$ cat config.mk
export PLATFORM = sky130hd
export DESIGN_NAME = axis_uart_rx
export DESIGN_NICKNAME = d
export VERILOG_FILES = /design/src/rtl/axis_uart_rx.sv
export SDC_FILE = /design/constraint.sdc
export NUM_CORES = 1
export LEC_CHECK = 0
export BUFFER_PORTS_ARGS = -buffer_cell sky130_fd_sc_hd__clkbuf_2
export CAP_MARGIN = 5
export CORE_MARGIN = 2
export CORE_UTILIZATION = 55
export DETAILED_ROUTE_END_ITERATION = 16
export PLACE_DENSITY = 0.84
export REMOVE_ABC_BUFFERS = 1
export SLEW_MARGIN = 25
export SYNTH_ARGS = -nofsm -noshare
export SYNTH_HDL_FRONTEND = slang
export SYNTH_SLANG_ARGS = --single-unit
$ cat constraint.sdc
create_clock -name clk_i -period 4.35 [get_ports clk_i]
set_input_delay 0.6525 -clock clk_i [delete_from_list [all_inputs] [get_ports clk_i]]
set_output_delay 0.6525 -clock clk_i [all_outputs]
set_load 0.02 [all_outputs]
$ cat src/rtl/axis_uart_rx.sv
// UART receiver: mid-bit sampling deserialiser with false-start rejection,
// parity/stop checking and an AXI-Stream master output with overrun detection.
module axis_uart_rx #(
  parameter int unsigned DATA_WIDTH    = 8,
  parameter int unsigned DIVIDER_WIDTH = 32
) (
  input  logic                     clk_i,
  input  logic                     rst_i,
  input  logic [DIVIDER_WIDTH-1:0] clk_divider_i,
  input  logic                     parity_odd_i,
  input  logic                     parity_even_i,
  input  logic                     uart_rx_i,
  output logic [DATA_WIDTH-1:0]    m_axis_tdata_o,
  output logic [1:0]               m_axis_tuser_o,
  output logic                     m_axis_tvalid_o,
  input  logic                     m_axis_tready_i,
  output logic                     overrun_o
);

  localparam int unsigned BIT_CNT_W = $clog2(DATA_WIDTH + 1);

  typedef enum logic [2:0] {
    S_IDLE,
    S_START,
    S_DATA,
    S_PARITY,
    S_STOP
  } state_e;

  state_e                   state_q, state_d;
  logic                     sync1_q, sync1_d;
  logic                     sync2_q, sync2_d;
  logic                     prev_q, prev_d;
  logic [DIVIDER_WIDTH-1:0] div_q, div_d;
  logic                     par_en_q, par_en_d;
  logic                     par_odd_q, par_odd_d;
  logic [DIVIDER_WIDTH-1:0] baud_cnt_q, baud_cnt_d;
  logic [BIT_CNT_W-1:0]     bit_cnt_q, bit_cnt_d;
  logic [DATA_WIDTH-1:0]    shift_q, shift_d;
  logic                     parity_err_q, parity_err_d;
  logic [DATA_WIDTH-1:0]    tdata_q, tdata_d;
  logic [1:0]               tuser_q, tuser_d;
  logic                     tvalid_q, tvalid_d;
  logic                     overrun_q, overrun_d;

  logic [DIVIDER_WIDTH-1:0] baud_target;
  logic                     baud_hit;
  logic                     byte_done;
  logic                     frame_err;
  logic                     par_expect;

  // Next-state, datapath and output-register logic
  always_comb begin
    state_d      = state_q;
    sync1_d      = uart_rx_i;
    sync2_d      = sync1_q;
    prev_d       = sync2_q;
    div_d        = div_q;
    par_en_d     = par_en_q;
    par_odd_d    = par_odd_q;
    baud_cnt_d   = baud_cnt_q;
    bit_cnt_d    = bit_cnt_q;
    shift_d      = shift_q;
    parity_err_d = parity_err_q;
    tdata_d      = tdata_q;
    tuser_d      = tuser_q;
    tvalid_d     = tvalid_q;
    overrun_d    = 1'b0;
    byte_done    = 1'b0;
    frame_err    = 1'b0;
    par_expect   = par_odd_q ? ~^shift_q : ^shift_q;

    // Start bit is sampled after half a bit, every later bit after a full bit
    baud_target = (state_q == S_START) ? ((div_q >> 1) - DIVIDER_WIDTH'(1))
                                       : (div_q - DIVIDER_WIDTH'(1));
    baud_hit    = (baud_cnt_q == baud_target);

    if (state_q != S_IDLE) begin
      baud_cnt_d = baud_hit ? '0 : baud_cnt_q + DIVIDER_WIDTH'(1);
    end

    case (state_q)
      S_IDLE: begin
        if (prev_q && !sync2_q) begin
          div_d        = clk_divider_i;
          par_en_d     = parity_odd_i | parity_even_i;
          par_odd_d    = parity_odd_i;
          bit_cnt_d    = '0;
          baud_cnt_d   = '0;
          parity_err_d = 1'b0;
          state_d      = S_START;
        end
      end
      S_START: begin
        if (baud_hit) begin
          state_d = sync2_q ? S_IDLE : S_DATA;
        end
      end
      S_DATA: begin
        if (baud_hit) begin
          shift_d   = DATA_WIDTH'({sync2_q, shift_q} >> 1);
          bit_cnt_d = bit_cnt_q + BIT_CNT_W'(1);
          if (bit_cnt_q == BIT_CNT_W'(DATA_WIDTH - 1)) begin
            state_d = par_en_q ? S_PARITY : S_STOP;
          end
        end
      end
      S_PARITY: begin
        if (baud_hit) begin
          parity_err_d = (sync2_q != par_expect);
          state_d      = S_STOP;
        end
      end
      S_STOP: begin
        if (baud_hit) begin
          byte_done = 1'b1;
          frame_err = !sync2_q;
          state_d   = S_IDLE;
        end
      end
      default: state_d = S_IDLE;
    endcase

    // A completed byte is dropped only if the held beat is not leaving this cycle
    if (byte_done) begin
      if (!tvalid_q || m_axis_tready_i) begin
        tdata_d  = shift_q;
        tuser_d  = {frame_err, parity_err_q};
        tvalid_d = 1'b1;
      end else begin
        overrun_d = 1'b1;
      end
    end else if (tvalid_q && m_axis_tready_i) begin
      tvalid_d = 1'b0;
    end
  end

  always_ff @(posedge clk_i) begin
    if (rst_i) begin
      state_q      <= S_IDLE;
      sync1_q      <= 1'b1;
      sync2_q      <= 1'b1;
      prev_q       <= 1'b1;
      div_q        <= '0;
      par_en_q     <= 1'b0;
      par_odd_q    <= 1'b0;
      baud_cnt_q   <= '0;
      bit_cnt_q    <= '0;
      shift_q      <= '0;
      parity_err_q <= 1'b0;
      tdata_q      <= '0;
      tuser_q      <= '0;
      tvalid_q     <= 1'b0;
      overrun_q    <= 1'b0;
    end else begin
      state_q      <= state_d;
      sync1_q      <= sync1_d;
      sync2_q      <= sync2_d;
      prev_q       <= prev_d;
      div_q        <= div_d;
      par_en_q     <= par_en_d;
      par_odd_q    <= par_odd_d;
      baud_cnt_q   <= baud_cnt_d;
      bit_cnt_q    <= bit_cnt_d;
      shift_q      <= shift_d;
      parity_err_q <= parity_err_d;
      tdata_q      <= tdata_d;
      tuser_q      <= tuser_d;
      tvalid_q     <= tvalid_d;
      overrun_q    <= overrun_d;
    end
  end

  assign m_axis_tdata_o  = tdata_q;
  assign m_axis_tuser_o  = tuser_q;
  assign m_axis_tvalid_o = tvalid_q;
  assign overrun_o       = overrun_q;

endmodule

# After elaboration in Yosys (flattened, before gate mapping)
# Cells that the tools add are included.
[word_totals]
ff_bits = 97
in_bits = 38
out_inout_bits = 12
elab_cells = 84
[op_classes]
n_addsub = 4
n_eq_ne = 14
bitwise_logic = 2
mux = 29
n_reduce_logical = 20
[ops]
columns = ["operator", "count"]
rows = [
  ["$mux 32", 5],
  ["$add 32x1->32 const B", 1],
  ["$eq 32x32->1", 1],
  ["$sub 31x1->32 const B", 1],
  ["$sub 32x1->32 const B", 1],
  ["$mux 3", 7],
  ["$pmux 3 s5", 1],
  ["$ne 2x2->1 const B", 6],
  ["$mux 1", 11],
  ["$mux 4", 2],
  ["$pmux 4 s2", 1],
  ["$reduce_and 2->1", 4],
  ["$reduce_xnor 8->1", 1],
  ["$reduce_xor 8->1", 1],
  ["$eq 3x2->1 const B", 2],
  ["$reduce_and 3->1", 2],
  ["$reduce_and 6->1", 1],
  ["$reduce_bool 2->1", 3],
  ["$add 4x1->4 const B", 1],
  ["$eq 4x3->1 const B", 1],
  ["$eq 3x1->1 const B", 1],
  ["$eq 3x3->1 const B", 1],
  ["$logic_not 3->1", 1],
  ["$reduce_bool 3->1", 1],
  ["other kinds (10)", 12],
]

# Depth between registers and ports, before layout
# Gate-level depths: netlist of run 1.
[logic_depth]
depth_word = 7
mapped_depth = 19

# Least setup slack after synthesis of run 1
# OpenSTA, ideal clock, no wires.
[synth_path]
kind = "register to register"
from = "reg state_q[1]"
to = "reg bit_cnt_q[3]"
setup_slack_ns = 0.418
n_path_buf = 4
setup_ns = 0.070
t_required_ns = 4.280
arrival_time_ns = 3.862
path_stages_with_launch = 17
cell_sequence = "dfxtp_1 -> or3b_1 -> buf_2 -> buf_2 -> clkbuf_1 -> a21oi_1 -> ha_1 -> or4b_2 -> clkbuf_1 -> nor3_1 -> o21ai_0 -> nand2_1 -> o2111ai_1 -> nor4_1 -> nand4_1 -> or4_1 -> a21boi_1"
[synth_via]
elab_chain_len = 5
[synth_rtl]
columns = ["item", "line_no", "source"]
rows = [
  ["start, declared", "30", "state_e state_q, state_d;"],
  ["start signal, assigned", "156", "state_q <= state_d;"],
  ["$eq 3x1->1", "74", "baud_target = (state_q == S_START) ? ((div_q >> 1) - DIVIDER_WIDTH'(1))"],
  ["$mux 32", "74", ""],
  ["$eq 32x32->1", "76", "baud_hit = (baud_cnt_q == baud_target);"],
  ["$ne 2x2->1 (no source line)", "--", ""],
  ["$reduce_and 3->1 (no source line)", "--", ""],
  ["end signal, assigned", "164", "bit_cnt_q <= bit_cnt_d;"],
  ["end, declared", "38", "logic [BIT_CNT_W-1:0] bit_cnt_q, bit_cnt_d;"],
]
# Parallel ways exist; a longest one is shown, timed or not.
# A chain may end at the register's enable or synchronous reset.

# Worst setup path in the final report of run 1
[layout_path]
from = "reg state_q[0]"
to = "reg baud_cnt_q[20]"
[layout_via]
elab_chain_len = 7
[layout_rtl]
columns = ["item", "line_no", "source"]
rows = [
  ["$eq 3x1->1", "74", ""],
  ["$mux 32", "74", ""],
  ["$eq 32x32->1", "76", ""],
  ["$mux 32", "79", "baud_cnt_d = baud_hit ? '0 : baud_cnt_q + DIVIDER_WIDTH'(1);"],
  ["$mux 32", "78", "if (state_q != S_IDLE) begin"],
  ["$mux 32", "84", "if (prev_q && !sync2_q) begin"],
  ["$mux 32 *", "82", "case (state_q)"],
  ["end signal, assigned", "163", "baud_cnt_q <= baud_cnt_d;"],
  ["end, declared", "37", "logic [DIVIDER_WIDTH-1:0] baud_cnt_q, baud_cnt_d;"],
]
# Mark *: on every way between the ends. The rest lies on a longest branch, timed or not.

==> results.yml, run 1 <==
setup_path:
  r2r-start: "state_q[0]"
  required_ps: 4580
  worstPathCellList: "buf_4 > nor3b_4 > mux2i_1 > ha_1 > or4b_2 > mux2i_1 > a221oi_1 > a22oi_1 > nand4_1 > nor4_1 > nand4_1 > buf_4 > o21ai_2 > buf_4 > nor2_1"
  crit_cells: 15
  r2r_cells: 15
  crit_fanout: 30
  criticalPathCategory: "reg -> reg"
  critical_path.startpoint: "state_q[0]"
  crit_arrival_ps: 4170
  cpMostUsedCell: "buf_4"
  reg2reg_slack_ps: 410
  cpPeakStageDelay_ps: 690
  crit_path_end_kind: "register"
  cp_slowest_cell: "or4b_2"
  cp-endpoint: "baud_cnt_q[20]"
  cp-start-kind: "register"
  path_delay_family: "simple AND/OR/NAND/NOR gates"
  cp_num_buf_inv: 3
  worstReg2RegEnd: "baud_cnt_q[20]"
floorplan:
  top_level_ports: 50
  design.die.area_mm2: 0.0123
  start_util_pct: 55.7
  fp.dieW_um: 111
  num_rows: 39
  core_mm2: 0.0113
  die_height_um: 111
clock_tree:
  cts-root-buf: "clkbuf_16"
  cts_buffers: 9
  cts.sinks: 97
  clk_pin_slew_ps: 70
  clk_path_buf_depth: 2
  htree_levels: 3
  insertion_delay_ps: 360
  cts_tree: "done"
global_routing:
  grt_pass1_wl_um: 25400
  grt_max_degree: 49
  grt_usage_pct: 24.7
  grt_pass1_vias: 5283
  grt_overflow: 0
  grt_antenna_before_repair: 0
detailed_routing:
  final_antenna_net_count: 0
  wl_per_cell_um: 15.8
  firstDrtPassIters: 4
  first_iter_violations: 320
  drcViolationCount: 0
  wirelength_um: 15000
  via_per_inst: 6.02
  num_vias: 5706
timing:
  max_slew.worst_pin.slew_ps: 848
  period_share_pct: 90.6
  report.final.slew_viol_count: 0
  relSlewSlack_pct: 42.7
  setup_viol: 0
  clock.fmax_ghz: 0.254
  rsz0062_at_grt: "false"
  fin_skew_ps: 8.31
  min_period_ps: 3940
  finalHoldViolations: 0
place:
  port_buffers: 49
  place_area_mm2: 0.00656
  dp_hpwl_um: 10700
  place.gp.congestion: 0.935
synthesis:
  synth_edf_count: 0
  ys_seq_area_share_pct: 30.8
  synth-main-ff-cell: "dfxtp_1"
  synth_largest_area_cell: "dfxtp_1"
  synth.avg_cell_area_um2: 8.02
  yosysUniqueCellTypes: 77
  yosysWarnings: 0
  synth_cells: 786
  yosysMostFrequentCell: "nand2_1"
  ys_async_sr_fraction_pct: 0
  ys_ff_latch: 97
  syn_area_mm2: 0.00630
  synthTopCellsByArea: "dfxtp_1 (31%), xnor2_1 (7.9%), mux2i_1 (6.0%), nand2_1 (6.0%), a21oi_1 (4.4%)"
  yosys-top-cells-count: "nand2_1 (100), dfxtp_1 (97), nor2_1 (62)"
  yosysTopAreaCellShare_pct: 30.8
worst_hold_path:
  hold_path.class: "reg -> reg"
cells_and_area:
  syn2layout_area_growth_pct: 9.15
  final_util_pct: 60.8
  nets: 842
  drive_gt1_share_pct: 13.3
  design_area_mm2: 0.00688
  insertedDiodeCount: 0
outcome:
  status: "finished, final reports clean"
pwr:
  powerDensity_mw_per_mm2: 427
  peakVddDrop_v: 0.000336
  p_leak_nw: 2.67
job:
  cap_violations: 0
-- how the worst min path moves through the flow --
stage	start	endpoint	slack, ps	cells after the start
global route	sync1_q	prev_d	420	1
CTS	sync1_q	prev_d	420	1
global placement	sync1_q	prev_d	390	1
detailed placement	sync1_q	prev_d	400	1
floorplan	sync1_q	prev_d	390	1
finish	sync1_q	prev_d	420	1
-- area by class of cell --
| type | instances | area, µm² |
|---|---|---|
| Clock buffer | 10 | 239 |
| Clock inverter | 5 | 65.1 |
| Fill cell | 1011 | 4440 |
| Inverter | 13 | 48.8 |
| Multi-Input combinational cell | 615 | 4040 |
| Sequential cell | 97 | 1940 |
| Tap cell | 143 | 179 |
| Timing Repair Buffer | 65 | 365 |
-- flip-flops by register name (all words and copies together) (netlist names), 2 cells and up --
name            count
state_q             3
div_q              32
m_axis_tdata_o      8
baud_cnt_q         32
m_axis_tuser_o      2
shift_q             8
bit_cnt_q           4
-- power by group --
| part | total (W) | internal, W | leakage [nW] | switching, W |
|---|---|---|---|---|
| combinational | 0.00115 | 0.000464 | 1.74 | 0.000690 |
| clock | 0.000810 | 0.000463 | 0.149 | 0.000347 |
| sequential | 0.000978 | 0.000924 | 0.784 | 0.0000535 |
| total | 0.00294 | 0.00185 | 2.67 | 0.00109 |
-- what timing repair did --
action / in CTS / in global routing
setup buffers: 0 / 1
endpoints found under the setup margin: 0 / 40
hold buffers: 0 / 0
gates resized for setup: 0 / 2
-- stage by stage --
stage                     std cells  setup slack [ps]  TNS, ps  hold WS [ps]  power (W)
after global placement          932               451        0           395    0.00210
after detailed placement        932               336        0           403    0.00212
after global routing            948              8.04        0           425    0.00309
after CTS                       947               312        0           419    0.00292
final                           948               408        0           416    0.00294
after floorplan                 725             -1340   -67880           389    0.00182
-- cell usage in the layout, fill, tap and decap left out, drive strengths merged, types with 11 or more instances in the layout --
master  instances
nand2         101
xor2           29
and3           13
a211oi         15
clkbuf         59
inv            14
nand3          30
xnor2          57
nand2b         26
or4            11
buf            16
dfxtp          97
nor2           62
nor3           24
mux2i          38
nor4           11
a21oi          56
o21ai          17
-- kinds of logic (layout without fill, tap and decap cells) --
| logic type | after synthesis | in the layout | share of synthesized area, % |
|---|---|---|---|
| adder cells (fa/ha/maj) | 3 | 3 | 0.595 |
| multiplexers | 39 | 39 | 6.21 |
| flip-flops | 97 | 97 | 30.8 |
| AND/OR/NAND/NOR | 337 | 337 | 28.4 |
| XOR/XNOR | 86 | 86 | 11.9 |
| AO/OA/AOI/OAI | 150 | 150 | 16.7 |
| buffers and inverters | 74 | 93 | 5.32 |
-- worst register-to-register path: cells and delay by family, from the launching register on --
kind,cells,cell delay (ps)
AOI/OAI and AO/OA,3,400
adders and majority gates,1,270
buffers and inverters,3,710
DFF,1,320
muxes,2,490
and+or+nand+nor,6,1620
-- routing by layer --
layer / wire (µm) / global-route usage (%) / vias to the layer above
li1: - / - / 2823
met1: 6640 / 32.3 / 2653
met2: 6890 / 39.2 / 198
met3: 1020 / 5.63 / 32
met4: 444 / 10.9 / 0
met5: 0 / 0 / -
(Power assumes the default switching activity.)
==> run 2: changes to the inputs <==
- CTS_CLUSTER_SIZE: not set -> 40
- REMOVE_ABC_BUFFERS: 1 -> not set
==> run 2 against run 1 <==
Fmax fell by 1.4%. Sequential share of layout area about the same. Critical path depth decreased by 2. Clock skew about the same. Utilization is 0.055 points lower. Die area is the same. Critical path type unchanged.
==> results.yml, run 2 (synthesis results as in run 1) <==
pwr:
  swShare_pct: 38.5
  powerDensity_mw_per_mm2: 419
  peakVddDrop_v: 0.000285
  power.net_switching_w: 0.00111
  p_int_w: 0.00177
  clkPwrFrac_pct: 25.8
  power.share.sequential_pct: 33.9
  power_frac_comb_pct: 40.3
  p_leak_nw: 2.68
clock_tree:
  clk_path_buf_depth: 2
  cts_tree: "done"
  htree_levels: 3
  cts.sinks: 97
  cts-root-buf: "clkbuf_16"
  cts_buffers: 9
  clk_pin_slew_ps: 70
  ctsHoldBuffers: 0
  insertion_delay_ps: 350
cells_and_area:
  mostFrequentLayoutCell: "nand2_1"
  nFillCells: 975
  largest_registers: "baud_cnt_q: 32 flops, div_q: 32 flops"
  multiInputGateArea_mm2: 0.00404
  drive_gt1_share_pct: 13.8
  insertedDiodeCount: 0
  final_cell_mix: "nand2_1 (99), dfxtp_1 (97), nor2_1 (62)"
  nets: 846
  design_area_mm2: 0.00688
  syn2layout_area_growth_pct: 9.05
  ff_latch_area_mm2: 0.00194
setup_path:
  required_ps: 4630
  r2r-start: "state_q[2]"
  criticalPathCategory: "reg -> reg"
  crit_path_end_kind: "register"
  reg2reg_slack_ps: 350
  crit_arrival_ps: 4280
  cp-start-kind: "register"
  worstReg2RegEnd: "bit_cnt_q[3]"
  r2r_cells: 13
  crit_fanout: 20
timing:
  period_share_pct: 91.9
  max_slew.worst_pin.slew_ps: 772
  tns_ps: 0
  rsz0062_at_grt: "false"
  report.final.slew_viol_count: 0
  setup_viol: 0
  min_period_ps: 4000
  finalWorstSetupSlack_ps: 351
  clock.fmax_ghz: 0.250
  hold_ws_ps: 411
  relSlewSlack_pct: 48.1
  fin_skew_ps: 8.46
  finalHoldViolations: 0
floorplan:
  design.die.area_mm2: 0.0123
  num_rows: 39
  die_height_um: 111
  fp.dieW_um: 111
  core_mm2: 0.0113
  top_level_ports: 50
  start_util_pct: 55.7
global_routing:
  grt_overflow: 0
  grt_antenna_before_repair: 0
  grt_usage_pct: 27.0
  grt_pass1_vias: 5501
  grt_pass1_wl_um: 27500
  grt_max_degree: 49
place:
  place_ws_ps: 417
  port_buffers: 49
  dp_hpwl_um: 12000
  place.gp.congestion: 1.05
  place_area_mm2: 0.00658
outcome:
  status: "finished, final reports clean"
worst_hold_path:
  hold_path.class: "reg -> reg"
  hold_start: "sync1_q"
  holdPathStages: 1
  holdPathEnd: "prev_d"
detailed_routing:
  via_per_inst: 6.16
  drcViolationCount: 0
  wl_per_cell_um: 17.4
  final_antenna_net_count: 0
  firstDrtPassIters: 6
  first_iter_violations: 548
  num_vias: 5861
  wirelength_um: 16600
synthesis:
  synth_nets: 827
job:
  cap_violations: 0
==> run 2: worst max path at each step <==
stage / startpoint / end / slack [ps]
finish: state_q[2] / bit_cnt_q[3] / 350
global route: state_q[0] / m_axis_tdata_o[3] / 8
CTS: state_q[0] / m_axis_tdata_o[3] / 370
detailed placement: state_q[0] / m_axis_tuser_o[1] / 420
global placement: state_q[0] / m_axis_tdata_o[3] / 370
floorplan: state_q[1] / bit_cnt_q[3] / 420
==> run 2: per-stage QoR <==
stage | total power, W | utilization (%) | instances
2_1_floorplan | 0.00188 | - | 786
3_3_place_gp | 0.00211 | 58.1 | 934
3_5_place_dp | 0.00211 | 58.1 | 934
4_1_cts | 0.00285 | 60.5 | 949
5_1_grt | 0.00303 | 60.7 | 952
6_report | 0.00288 | 60.7 | 952
==> run 2: power by group through the flow <==
stage	registers (W)	clock network [W]	logic, W
detailed placement	0.000995	0	0.00112
CTS	0.000975	0.000747	0.00113
global route	0.000981	0.000779	0.00127
floorplan	0.000971	0	0.000910
finish	0.000976	0.000743	0.00116
global placement	0.000994	0	0.00111
==> run 2: layout make-up <==
cell class | instances | area share, %
well taps | 143 | 2.60
clock inverters | 5 | 0.564
flip-flops and latches | 97 | 28.2
inverters | 13 | 0.710
clock buffers | 10 | 3.33
repair buffers | 69 | 5.75
multi-input cells | 615 | 58.8
==> run 2: repair_timing <==
action / CTS / global route
resized for setup: 0 / 2
buffers inserted: 0 / 3
endpoints found under the hold margin: 0 / 0
setup endpoints to repair: 0 / 29
==> run 2: layer usage <==
metal	global-route usage (%)	share of wire, %	routed length, µm	vias up
li1	-	-	-	2825
met1	35.4	43	7120	2709
met2	43.2	45	7520	272
met3	6.07	7.8	1290	55
met4	11.0	3.7	617	0
met5	0	0	0	-
==> run 2: critical path, cell delays in order (launching register included) <==
cell and delay [ps]:
dfxtp_1 330, buf_4 200, nor3b_4 210, mux2i_1 300, ha_1 270, inv_1 130
a2111oi_0 440, nor4b_1 350, xnor2_1 190, nand2_1 90, nor4_1 400, nand4_1 280
or4_1 580, a21boi_1 170
